`src/rtl/cpu_pkg.sv`:
```
// Shared CPU definitions: bus widths, the fetch FSM state encoding, the
// default reset PC and the sequential PC increment helper.
package cpu_pkg;

    localparam logic [31:0] START_ADDR_DEFAULT = 32'h0000_0000;
    localparam int          IF_ID_W            = 64;  // {pc, inst}
    localparam int          JBR_W              = 33;  // {taken, target}

    typedef enum logic [1:0] {
        FS_IDLE = 2'd0,
        FS_WAIT = 2'd1,
        FS_DONE = 2'd2
    } fetch_state_t;

    // Sequential PC step; wraps naturally modulo 2^32.
    function automatic logic [31:0] pc_inc(input logic [31:0] pc);
        return pc + 32'd4;
    endfunction

endpackage

```
`src/rtl/fetch.sv`:
```
// Instruction fetch stage.
// Holds the PC, drives it to a synchronous instruction ROM, waits ROM_LAT
// cycles and captures {pc, inst} for decode. Taken branches reported by
// decode are remembered until the next PC advance request.
//
// Ports:
//   clk, reset   - clock, asynchronous active-high reset
//   IF_valid     - fetch stage enabled by the control FSM (level)
//   next_fetch   - pulse: advance PC (ignored while waiting on the ROM)
//   ID_over      - decode complete, jbr_bus valid
//   jbr_bus      - {taken, target[31:0]}
//   inst_addr    - ROM address (the PC register)
//   inst         - ROM read data
//   IF_over      - pulse: instruction captured
//   IF_ID_bus    - {pc_r, inst_r}, stable between captures
//   IF_pc/IF_inst- display copies of the captured pc and instruction
module fetch
    import cpu_pkg::*;
#(
    parameter logic [31:0] START_ADDR = START_ADDR_DEFAULT,
    parameter int          ROM_LAT    = 1
) (
    input  logic                 clk,
    input  logic                 reset,
    input  logic                 IF_valid,
    input  logic                 next_fetch,
    input  logic                 ID_over,
    input  logic [JBR_W-1:0]     jbr_bus,
    output logic [31:0]          inst_addr,
    input  logic [31:0]          inst,
    output logic                 IF_over,
    output logic [IF_ID_W-1:0]   IF_ID_bus,
    output logic [31:0]          IF_pc,
    output logic [31:0]          IF_inst
);

    // Counter preload: WAIT lasts ROM_LAT cycles including the capture cycle.
    localparam logic [2:0] LAT_LOAD = 3'(ROM_LAT - 1);

    fetch_state_t state_r;
    logic [2:0]   cnt_r;
    logic [31:0]  fetch_pc_r;
    logic [31:0]  pc_r;
    logic [31:0]  inst_r;
    logic         if_over_r;
    logic         br_pending_r;
    logic [31:0]  br_target_r;

    logic         accept_s;
    logic         taken_s;
    logic [31:0]  next_pc_s;

    // Advance requests and branch notifications decoded from the inputs.
    always_comb begin
        accept_s = next_fetch && (state_r != FS_WAIT);
        taken_s  = ID_over && jbr_bus[32];
        if (taken_s) begin
            // A branch arriving with the advance request wins directly.
            next_pc_s = jbr_bus[31:0];
        end else if (br_pending_r) begin
            next_pc_s = br_target_r;
        end else begin
            next_pc_s = pc_inc(fetch_pc_r);
        end
    end

    // Fetch FSM: ROM latency countdown, capture and the IF_over pulse.
    always_ff @(posedge clk or posedge reset) begin
        if (reset) begin
            state_r   <= FS_IDLE;
            cnt_r     <= 3'd0;
            pc_r      <= 32'h0000_0000;
            inst_r    <= 32'h0000_0000;
            if_over_r <= 1'b0;
        end else begin
            if_over_r <= 1'b0;
            case (state_r)
                FS_IDLE: begin
                    if (IF_valid) begin
                        state_r <= FS_WAIT;
                        cnt_r   <= LAT_LOAD;
                    end
                end
                FS_WAIT: begin
                    if (cnt_r == 3'd0) begin
                        inst_r    <= inst;
                        pc_r      <= fetch_pc_r;
                        if_over_r <= 1'b1;
                        state_r   <= FS_DONE;
                    end else begin
                        cnt_r <= cnt_r - 3'd1;
                    end
                end
                FS_DONE: begin
                    if (!IF_valid) begin
                        state_r <= FS_IDLE;
                    end
                end
                default: begin
                    state_r <= FS_IDLE;
                    cnt_r   <= 3'd0;
                end
            endcase
        end
    end

    // PC register and the pending-branch record.
    always_ff @(posedge clk or posedge reset) begin
        if (reset) begin
            fetch_pc_r   <= START_ADDR;
            br_pending_r <= 1'b0;
            br_target_r  <= 32'h0000_0000;
        end else if (accept_s) begin
            fetch_pc_r   <= next_pc_s;
            br_pending_r <= 1'b0;
        end else if (taken_s) begin
            br_pending_r <= 1'b1;
            br_target_r  <= jbr_bus[31:0];
        end
    end

    assign inst_addr = fetch_pc_r;
    assign IF_over   = if_over_r;
    assign IF_ID_bus = {pc_r, inst_r};
    assign IF_pc     = pc_r;
    assign IF_inst   = inst_r;

endmodule

```
`config.mk`:
```
export PLATFORM = sky130hd
export DESIGN_NAME = fetch
export DESIGN_NICKNAME = d
export VERILOG_FILES = /design/src/rtl/cpu_pkg.sv /design/src/rtl/fetch.sv
export SDC_FILE = /design/constraint.sdc
export NUM_CORES = 1
export LEC_CHECK = 0
export BUFFER_PORTS_ARGS = -buffer_cell sky130_fd_sc_hd__buf_2
export CAP_MARGIN = 20
export CORE_MARGIN = 2
export CORE_UTILIZATION = 49
export DETAILED_ROUTE_END_ITERATION = 12
export PLACE_DENSITY = 0.83
export SETUP_SLACK_MARGIN = 0.02
export SYNTH_ARGS = -nofsm -noshare
export SYNTH_HDL_FRONTEND = slang
export SYNTH_SLANG_ARGS = --single-unit
export TNS_END_PERCENT = 10
```
`constraint.sdc`:
```
create_clock -name clk -period 5.3 [get_ports clk]
set_clock_uncertainty 0.15 [all_clocks]
set_input_delay 1.06 -clock clk [delete_from_list [all_inputs] [get_ports clk]]
set_output_delay 1.06 -clock clk [all_outputs]
set_load 0.03 [all_outputs]
```
---- After elaboration in Yosys (flattened, before gate mapping) ----
Index checks and enable logic that the tools add are counted.
storage, ports and cells
  bits in registers ....................... 135
  bits in latches ......................... 0
  bits in writable memories ............... 0
  bits in read-only memories .............. 0
  bits of input ports ..................... 70
  output and inout port bits .............. 161
  word-level logic and storage cells ...... 41
  memories kept ........................... 0
cells by class
  $add $sub $neg .......................... 2
  multipliers ............................. 0
  divide/modulo/power cells ............... 0
  order comparisons ....................... 0
  eq/ne operators ......................... 7
  shift-type cells ........................ 0
  muxes and demuxes ....................... 13
  bitwise gates (word level) .............. 2
  reductions and logical operators ........ 9
operator list
  cell                   number
  $mux 32                2
  $add 32x3->32 const B  1
  $pmux 3 s3             1
  $ne 2x2->1 const B     4
  $mux 2                 3
  $mux 3                 2
  $pmux 2 s3             1
  $reduce_and 3->1       2
  $mux 1                 4
  $reduce_and 2->1       2
  $logic_not 3->1        1
  $sub 3x1->3 const B    1
  $eq 2x1->1 const B     1
  $eq 2x2->1 const B     1
  $logic_and 1x1->1      2
  $logic_not 2->1        1
  $ne 2x1->1 const B     1
  $not 1->1              2
  $reduce_bool 2->1      1

---- Longest topological paths before layout ----
Gate-level depths: netlist (run 1).
  depth after elaboration ................. 4
  depth in mapped cells ................... 10
  gate-level depth less buffers ........... 8

---- Worst setup path after synthesis (run 1) ----
No wires, ideal clock.
  path kind ............................... input-to-reg
  start ................................... in ID_over
  end ..................................... reg br_target_r[10]
  setup time .............................. 0.125 ns
  arrival time ............................ 2.142 ns
  data required time ...................... 5.025 ns
  slack ................................... 2.884 ns
  stages .................................. 5
  path through ............................ nand2_1 -> clkbuf_1 -> nor2_1 -> buf_2 -> mux2_2
on the way
  cells in the longest elaborated chain, start to end .. 2
RTL lines
  item                               RTL line      RTL
  from (decl)                        fetch.sv:27   input logic ID_over,
  $logic_and 1x1->1                  fetch.sv:56   taken_s = ID_over && jbr_bus[32];
  $reduce_and 2->1 (no source line)  -
  to (signal assigned)               fetch.sv:118  br_target_r <= jbr_bus[31:0];
  to (decl)                          fetch.sv:47   logic [31:0] br_target_r;
No other way between the ends.
A chain may end at the register's enable or synchronous reset.

---- Worst setup path after layout (run 1) ----
  start ................................... in next_fetch
  end ..................................... reg br_target_r[28]
on the way
  cells in the longest elaborated chain, start to end .. 3
RTL lines
  item                               RTL line     RTL
  from (decl)                        fetch.sv:26  input logic next_fetch,
  $logic_and 1x1->1                  fetch.sv:55  accept_s = next_fetch && (state_r != FS_WAIT);
  $not 1->1 (no source line)         -
  $reduce_and 2->1 (no source line)  -
No other way between the ends.

==> run_results.csv, run 1 <==
group,metric,value,unit
hold_path,hold_start,"state_r[1]$_DFFE_PP0P_",
drt,drt-total-wl,16800,µm
clocking,clockBufferDepth,2,
power_and_ir_drop,p_leak,4.03,nW
clocking,clock_sinks,135,
clocking,cts_root_buffer,"clkbuf_16",
drt,drcViolationCount,0,
global_routing,grt_start_max_net_pins,109,
clocking,clock_latency,420,ps
synthesis,synth_edf_count,0,
hold_path,min_to,"state_r[0]$_DFFE_PP0P_",
power_and_ir_drop,power_per_cell_area,736,nW/µm²
drt,ant_nets,0,
setup_path,regToRegStartpoint,"state_r[1]$_DFFE_PP0P_",
global_routing,grt_first_pass_wirelength,26100,µm
setup_path,r2r_end,"br_target_r[28]$_DFFE_PP0P_",
timing,tns,0,ps
synthesis,synthesis.area,6750,µm²
floorplanning,ios,231,
drt,routedWlPerCell,16.1,µm
layout,drive_above_1_share,0.379,
synthesis,synth-seq-area-share,0.501,
timing,drv_slew,0,
run,maxCapViolations,0,
drt,drtPass1Iterations,5,
global_routing,antenna_found_initial,0,
layout,antenna_cells,0,
global_routing,grt_pass1_vias,5219,
drt,num_vias,5574,
clocking,cts_buffers,17,
timing,period_minus_slack,2810,ps
clocking,ctsResizeCount,0,
setup_path,worstSetupPathType,"in -> reg",
floorplanning,core_region_area,13300,µm²
floorplanning,die_w,121,µm
floorplanning,die_h,121,µm
placed_design,port_buffers,230,
synthesis,ys_ff_latch,135,
clocking,clk_pin_slew,60,ps
timing,worstMarginPinSlew,1040,ps
synthesis,syn_area_per_cell,9.63,µm²
drt,dr.first_iter.drc_count,279,
timing,setup_viol,0,
setup_path,slowest_stage,"nor2_2",
timing,max_clock_freq,356,MHz
floorplanning,start_util,0.506,
setup_path,critPathLaunchType,"input pin",
setup_path,cp_data_arrival_time,2960,ps
synthesis,synth.most_common_cell,"nand2_1",
placed_design,post-dp-hpwl,11700,µm
clocking,htreeDepth,4,
placed_design,gp_congestion,0.885,
clocking,cts_tree,"done",
setup_path,endpoint_kind,"register",
setup_path,max_stage_delay,570,ps
drt,drt-vias-per-instance,5.34,
power_and_ir_drop,ir_worst_vdd,0.324,mV
floorplanning,num_rows,42,
synthesis,synthTopCellsByArea,"dfrtp_1 50%, mux2_2 9.2%, nand2_1 8.6%",
run_status,outcome,"completed",
synthesis,synth_top_area_frac,0.501,
timing,timing.slew.headroom,0.305,
layout,n_fill_cell,1151,
timing,post-route-period-util,0.531,
synthesis,synth_cells,701,
setup_path,crit_chain,"buf_2 > and2_1 > nor2_2 > buf_4 > mux2_2",
global_routing,grt_overflow,0,
layout,areaGrowthSynthToFinish,19.6,%
power_and_ir_drop,total_power,5.94,mW
synthesis,synthDistinctLibCells,52,
timing,hold_violations,0,
synthesis,synth_top_area_cell,"dfrtp_1",
synthesis,ys_warn_count,0,
synthesis,postSynth.asyncResetShare,1.00,
synthesis,synth_flop_cell,"dfrtp_1",
clocking,postCtsHoldBufs,0,
hold_path,holdCritPathClass,"reg -> reg",
setup_path,crit_fanout,23,
layout,fin_nets,930,
global_routing,track_usage,0.230,
floorplanning,dieArea,14700,µm²
synthesis,synth_nets,774,
setup_path,ff2ff_path_depth,5,
synthesis,synth_commonest_cells,"154 x nand2_1, 135 x dfrtp_1, 65 x buf_4, 55 x mux2_2, 44 x a21oi_1",
clocking,post_cts_buffers,0,
timing,rsz0062_at_grt,"false",
setup_path,worstPathRequired,5450,ps
setup_path,r2r_slack,2490,ps
hold_path,hold_path_depth,1,
## logic make-up (layout without fill, tap and decap cells)
| family | count (synthesis) | after routing | share of synthesized area |
|---|---|---|---|
| buf+inv | 114 | 280 | 0.105 |
| xor+xnor | 16 | 16 | 0.0208 |
| mux | 59 | 59 | 0.0977 |
| compound gates | 112 | 112 | 0.0955 |
| fa+ha+maj | 3 | 3 | 0.00556 |
| simple gates | 262 | 262 | 0.175 |
| flops | 135 | 135 | 0.501 |
## power by group
| group | switching, mW | internal (mW) |
|---|---|---|
| registers | 0.444 | 1.49 |
| clock network | 0.400 | 0.684 |
| logic | 2.02 | 0.901 |
| total | 2.87 | 3.08 |
## metal layers
layer / up-vias / wire length, µm / global-route usage
met5: - / 0 / 0
met4: 0 / 583 / 0.110
met3: 40 / 1220 / 0.0587
met2: 242 / 8190 / 0.384
met1: 2654 / 6790 / 0.279
li1: 2638 / - / -
## worst max-delay path by stage
stage / end / startpoint / slack, ps / depth (start not counted)
detailed placement: br_target_r[6]$_DFFE_PP0P_ / next_fetch / 2090 / 5
global route: br_target_r[13]$_DFFE_PP0P_ / state_r[1]$_DFFE_PP0P_ / 2320 / 5
CTS: br_target_r[11]$_DFFE_PP0P_ / state_r[1]$_DFFE_PP0P_ / 2500 / 5
global placement: br_target_r[3]$_DFFE_PP0P_ / next_fetch / 2130 / 5
finish: br_target_r[28]$_DFFE_PP0P_ / next_fetch / 2490 / 5
floorplan: IF_inst[0]$_DFFE_PP0P_ / reset / 480 / 1
## critical path: cells and delay by family
kind / cells / cell delay, ps
and+or+nand+nor: 2 / 970
buffers and inverters: 2 / 530
muxes: 1 / 380
## flip-flops by register name, summed over array words and instances, names as in the netlist
register and flops:
IF_pc 32, IF_inst 32, cnt_r 3, state_r 2
br_target_r 32, br_pending_r 1, IF_over 1, inst_addr 32
## cell usage in the layout (no fill, tap or decap), types with 3 or more instances in the layout
master     instances
and4_1             3
inv_1             11
xor2_1             9
o211ai_1           3
dfrtp_1          135
clkbuf_8           4
nand4_1           10
a41oi_1            3
a21oi_1           44
ha_1               3
nor3_1             7
mux2_2            55
buf_2            230
nand2b_1           4
nor2_1            26
o21ai_1            3
clkbuf_1           4
clkbuf_16         17
o22ai_1            7
mux2i_1            4
buf_4              8
and3_1            11
nand3_1           29
o21ai_0           34
xnor2_1            7
clkinv_2           3
and2_1             4
a31oi_1            5
nand2_1          154
## stage by stage
stage | instances | hold WS, ps | util | setup WS, ps | instance area [µm²]
5_1_grt | 1043 | 344 | 0.605 | 2320 | 8070
2_1_floorplan | 701 | 280 | - | 479 | 6750
6_report | 1043 | 300 | 0.605 | 2490 | 8070
3_5_place_dp | 1014 | 297 | 0.564 | 2090 | 7530
4_1_cts | 1043 | 303 | 0.605 | 2500 | 8070
3_3_place_gp | 1014 | 293 | 0.564 | 2130 | 7530
## final cells by class
cell class	count	area (µm²)	share of cell area
flip-flops and latches	135	3380	0.419
inverters	13	53.8	0.00667
repair buffers	238	1210	0.150
well taps	176	220	0.0273
multi-input cells	452	2670	0.330
clock inverters	4	45.0	0.00558
clock buffers	25	495	0.0614
Power figures use the tool's default switching activity.
==> inputs of run 2 (changes only) <==
clock period = 2.6 ns   (was 5.3 ns; I/O delays follow)
==> run 2 against run 1 <==
  * Sequential share of layout area is 0.73 points lower
  * Via count is 2.5% higher
  * Final cell count is 1.6% higher
  * Non-clock buffer count is 11 higher
  * Setup slack worse by 2200 ps
  * Flip-flop and latch count stayed put
  * Highest routed layer unchanged
==> run_results.csv, run 2 (synthesis results as in run 1) <==
group,metric,value,unit
floorplanning,ios,231,
layout,fin_area,8210,µm²
global_routing,antenna_found_initial,3,
run,maxCapViolations,0,
setup_path,r2r_end,"inst_addr[28]$_DFFE_PP0P_",
setup_path,crit_family,"simple AND/OR/NAND/NOR gates",
placed_design,port_buffers,230,
placed_design,place_ws,352,ps
floorplanning,core_region_area,13300,µm²
layout,fin_nets,941,
floorplanning,die_w,121,µm
clocking,postCtsHoldBufs,1,
global_routing,grt_first_pass_wirelength,27300,µm
power_and_ir_drop,total_power,12.3,mW
clocking,clk_pin_slew,60,ps
timing,rsz0062_at_grt,"false",
timing,max_clock_freq,438,MHz
floorplanning,num_rows,42,
layout,n_fill_cell,1145,
layout,fin_util,0.615,
timing,tns,0,ps
timing,drv_slew,0,
setup_path,slowest_stage,"nor4_1",
power_and_ir_drop,power_per_cell_area,1500,nW/µm²
clocking,clockBufferDepth,2,
hold_path,holdCritPathClass,"in -> reg",
power_and_ir_drop,p_leak,4.10,nW
clocking,clock_sinks,135,
global_routing,grt_start_max_net_pins,63,
layout,layout_common_cells,"230 x buf_2, 154 x nand2_1, 135 x dfrtp_1",
drt,dr.first_iter.drc_count,368,
setup_path,max_stage_delay,580,ps
layout,layout_commonest_cell,"buf_2",
drt,num_vias,5712,
timing,setup_viol,0,
floorplanning,start_util,0.506,
placed_design,gp_congestion,0.879,
setup_path,cp_data_arrival_time,2430,ps
placed_design,place_area,7630,µm²
placed_design,post-dp-hpwl,12300,µm
drt,drcViolationCount,0,
layout,instances_no_fill,1060,
power_and_ir_drop,ir_worst_vdd,0.751,mV
drt,drtPass1Iterations,6,
global_routing,grt_pass1_vias,5304,
layout,drive_above_1_share,0.388,
setup_path,crit_fanout,7,
run_status,outcome,"completed",
floorplanning,die_h,121,µm
hold_path,min_to,"IF_inst[18]$_DFFE_PP0P_",
drt,ant_nets,0,
setup_path,worstSetupPathType,"reg -> reg",
setup_path,worstPathRequired,2740,ps
layout,seqCellArea,3380,µm²
setup_path,cp_num_buf_inv,0,
clocking,cts_tree,"done",
clocking,ctsResizeCount,0,
drt,drt-vias-per-instance,5.39,
drt,routedWlPerCell,16.4,µm
timing,post-route-period-util,0.878,
global_routing,track_usage,0.241,
setup_path,ff2ff_path_depth,6,
drt,drt-total-wl,17400,µm
clocking,cts_root_buffer,"clkbuf_16",
placed_design,dp.cells,1024,
hold_path,hold_path_depth,3,
floorplanning,dieArea,14700,µm²
setup_path,r2r_slack,320,ps
timing,period_minus_slack,2280,ps
setup_path,endpoint_kind,"register",
timing,fin_ws,316,ps
timing,timing.slew.headroom,0.554,
layout,areaGrowthSynthToFinish,21.7,%
timing,fin_hold_ws,146,ps
setup_path,regToRegStartpoint,"inst_addr[2]$_DFFE_PP0P_",
global_routing,grt_overflow,0,
clocking,htreeDepth,4,
setup_path,critPathLaunchType,"register",
layout,multiInputGateArea,2670,µm²
setup_path,crit_chain,"ha_1 > nand4_1 > nor4_1 > a41oi_1 > o21ai_0 > o21ai_1",
clocking,clock_latency,420,ps
clocking,post_cts_buffers,0,
hold_path,hold_start,"inst[18]",
timing,worstMarginPinSlew,663,ps
timing,hold_violations,0,
clocking,cts_buffers,17,
-- run 2: layout make-up --
type                       count  area share
clock inverter                 9      0.0122
sequential                   135       0.411
tap                          176      0.0268
multi-input combinational    452       0.325
clock buffer                  23      0.0570
timing repair buffer         249       0.161
inverter                      13     0.00640
antenna                        3    0.000914
-- run 2: tightest hold or removal path, delay by kind of cell --
| kind | cells | cell delay [ps] |
|---|---|---|
| simple gates | 2 | 80 |
| buf+inv | 1 | 80 |
-- run 2: power by group --
part           internal [mW]  switching [mW]  total (mW)
clock network           1.45           0.872        2.32
registers               3.04           0.880        3.92
logic                   1.88            4.20        6.08
-- run 2: metal layers --
layer / wire length [µm] / GRT usage
met5: 0 / 0
met4: 335 / 0.103
met3: 1380 / 0.0625
met2: 8880 / 0.410
met1: 6780 / 0.289
-- run 2: worst max-delay path by stage --
stage                                        start                         to  slack (ps)  depth (start not counted)
after CTS                 inst_addr[2]$_DFFE_PP0P_  inst_addr[22]$_DFFE_PP0P_         350                          6
after detailed placement  inst_addr[2]$_DFFE_PP0P_  inst_addr[22]$_DFFE_PP0P_         350                          6
final                     inst_addr[2]$_DFFE_PP0P_  inst_addr[28]$_DFFE_PP0P_         320                          6
after global routing      inst_addr[2]$_DFFE_PP0P_  inst_addr[28]$_DFFE_PP0P_          60                          6
after floorplan                              reset     IF_inst[0]$_DFFE_PP0P_         250                          1
after global placement    inst_addr[2]$_DFFE_PP0P_  inst_addr[22]$_DFFE_PP0P_         450                          6
==> inputs of run 3 (changes only) <==
clock period = 2.7 ns   (was 2.6 ns; I/O delays follow)
==> run 3 against run 2 <==
  * Worst hold slack worse by 140 ps
  * Sequential share of layout area is 0.33 points lower
  * Core utilization grew 0.50 points
  * Largest power group unchanged
==> run_results.csv, run 3 (synthesis results as in run 1) <==
group,metric,value,unit
drt,drt-total-wl,17100,µm
setup_path,cp_data_arrival_time,2380,ps
setup_path,slowest_stage,"or4_4",
floorplanning,ios,231,
floorplanning,core_region_area,13300,µm²
layout,layout_common_cells,"230 x buf_2, 154 x nand2_1, 135 x dfrtp_1",
global_routing,grt_util_met3,0.0569,
placed_design,post-dp-hpwl,12200,µm
layout,n_fill_cell,1134,
setup_path,endpoint_kind,"register",
setup_path,worstSetupPathType,"reg -> reg",
clocking,cts_root_buffer,"clkbuf_16",
placed_design,place_ws,490,ps
timing,rsz0062_at_grt,"false",
layout,layout_commonest_cell,"buf_2",
floorplanning,die_h,121,µm
layout,fin_nets,940,
global_routing,busiest_layer,"met2",
global_routing,grt_start_max_net_pins,61,
setup_path,crit_chain,"ha_1 > nand4_1 > or4_4 > nor2_4 > a31oi_1 > o22a_1",
floorplanning,dieArea,14700,µm²
floorplanning,num_rows,42,
clocking,cts_tree,"done",
global_routing,grt_first_pass_wirelength,26400,µm
global_routing,grt_pass1_vias,5124,
run_status,outcome,"completed",
timing,worstMarginPinSlew,573,ps
floorplanning,start_util,0.506,
drt,drt-vias-per-instance,5.32,
drt,routedWlPerCell,16.2,µm
global_routing,grt.met2_usage,0.400,
setup_path,worstPathRequired,2850,ps
clocking,cts_buffers,17,
timing,fin_ws,469,ps
timing,timing.slew.headroom,0.614,
clocking,clock_sinks,135,
clocking,clock_latency,410,ps
clocking,clockBufferDepth,2,
power_and_ir_drop,power_per_cell_area,1470,nW/µm²
setup_path,max_stage_delay,550,ps
clocking,post_cts_buffers,0,
global_routing,use_met1,0.283,
clocking,clk_pin_slew,60,ps
drt,drcViolationCount,0,
global_routing,track_usage,0.232,
timing,hold_violations,0,
setup_path,critPathLaunchType,"register",
layout,multiInputGateArea,2670,µm²
timing,drv_slew,0,
drt,dr.first_iter.drc_count,331,
timing,setup_viol,0,
placed_design,gp_congestion,0.889,
power_and_ir_drop,p_leak,4.13,nW
global_routing,grt_overflow,0,
drt,drtPass1Iterations,6,
timing,max_clock_freq,448,MHz
clocking,postCtsHoldBufs,0,
timing,period_minus_slack,2230,ps
clocking,ctsResizeCount,0,
drt,num_vias,5623,
placed_design,place_area,7630,µm²
floorplanning,die_w,121,µm
power_and_ir_drop,ir_worst_vdd,0.736,mV
layout,drive_above_1_share,0.389,
drt,ant_nets,0,
placed_design,port_buffers,230,
timing,tns,0,ps
setup_path,crit_fanout,7,
clocking,htreeDepth,4,
layout,fin_area,8280,µm²
global_routing,antenna_found_initial,0,
layout,areaGrowthSynthToFinish,22.7,%
hold_path,holdCritPathClass,"in -> async",
layout,seqCellArea,3380,µm²
run,maxCapViolations,0,
timing,post-route-period-util,0.826,
run 3: cell types whose count changed in the layout (fill, tap and decap cells not counted):
cell,change
clkbuf_8,+1
clkinvlp_4,-1
clkinv_2,-3
dlygate4sd3_1,-1
diode_2,-2
bufinv_16,+3
run 3: layer usage:
metal	wire length, µm	vias up
li1	-	2671
met2	8610	256
met1	6990	2668
met3	1200	28
met4	299	0
met5	0	-
run 3: area by class of cell:
class | count | share of cell area
antenna | 1 | 0.000302
clock buffer | 24 | 0.0582
clock inverter | 8 | 0.0202
inverter | 13 | 0.00635
multi-input combinational | 452 | 0.322
sequential | 135 | 0.408
tap | 176 | 0.0266
timing repair buffer | 248 | 0.158
run 3: where the power goes:
group | switching, mW | internal (mW)
Clock | 0.817 | 1.71
Sequential | 0.851 | 2.93
Combinational | 4.03 | 1.81
Total | 5.70 | 6.45
run 3: worst paths after layout:
path | cells past startpoint | start | slack (ps) | end
min | 2 | reset | 9 | IF_inst[17]$_DFFE_PP0P_
min in group clk | 3 | inst[19] | 170 | IF_inst[19]$_DFFE_PP0P_
max | 6 | inst_addr[2]$_DFFE_PP0P_ | 470 | inst_addr[22]$_DFFE_PP0P_
min reg2reg | 1 | state_r[1]$_DFFE_PP0P_ | 310 | state_r[0]$_DFFE_PP0P_
max in group asynchronous | 3 | reset | 1730 | inst_addr[10]$_DFFE_PP0P_
max reg2reg | 6 | inst_addr[2]$_DFFE_PP0P_ | 470 | inst_addr[22]$_DFFE_PP0P_
run 3: per-stage QoR:
stage                     instances  power (mW)  hold WS (ps)  utilization
final                          1057        12.1          8.97        0.620
after global routing           1056        12.9          34.7        0.620
after CTS                      1056        12.2          16.9        0.620
after detailed placement       1024        9.68           303        0.572
after global placement         1024        9.54           294        0.572
after floorplan                 701        8.46           280            -
run 3: worst max-delay path: cells and delay by family, from the launching register on:
family | cells | cell delay [ps]
simple gates | 3 | 970
compound gates | 2 | 300
fa+ha+maj | 1 | 260
flops | 1 | 440
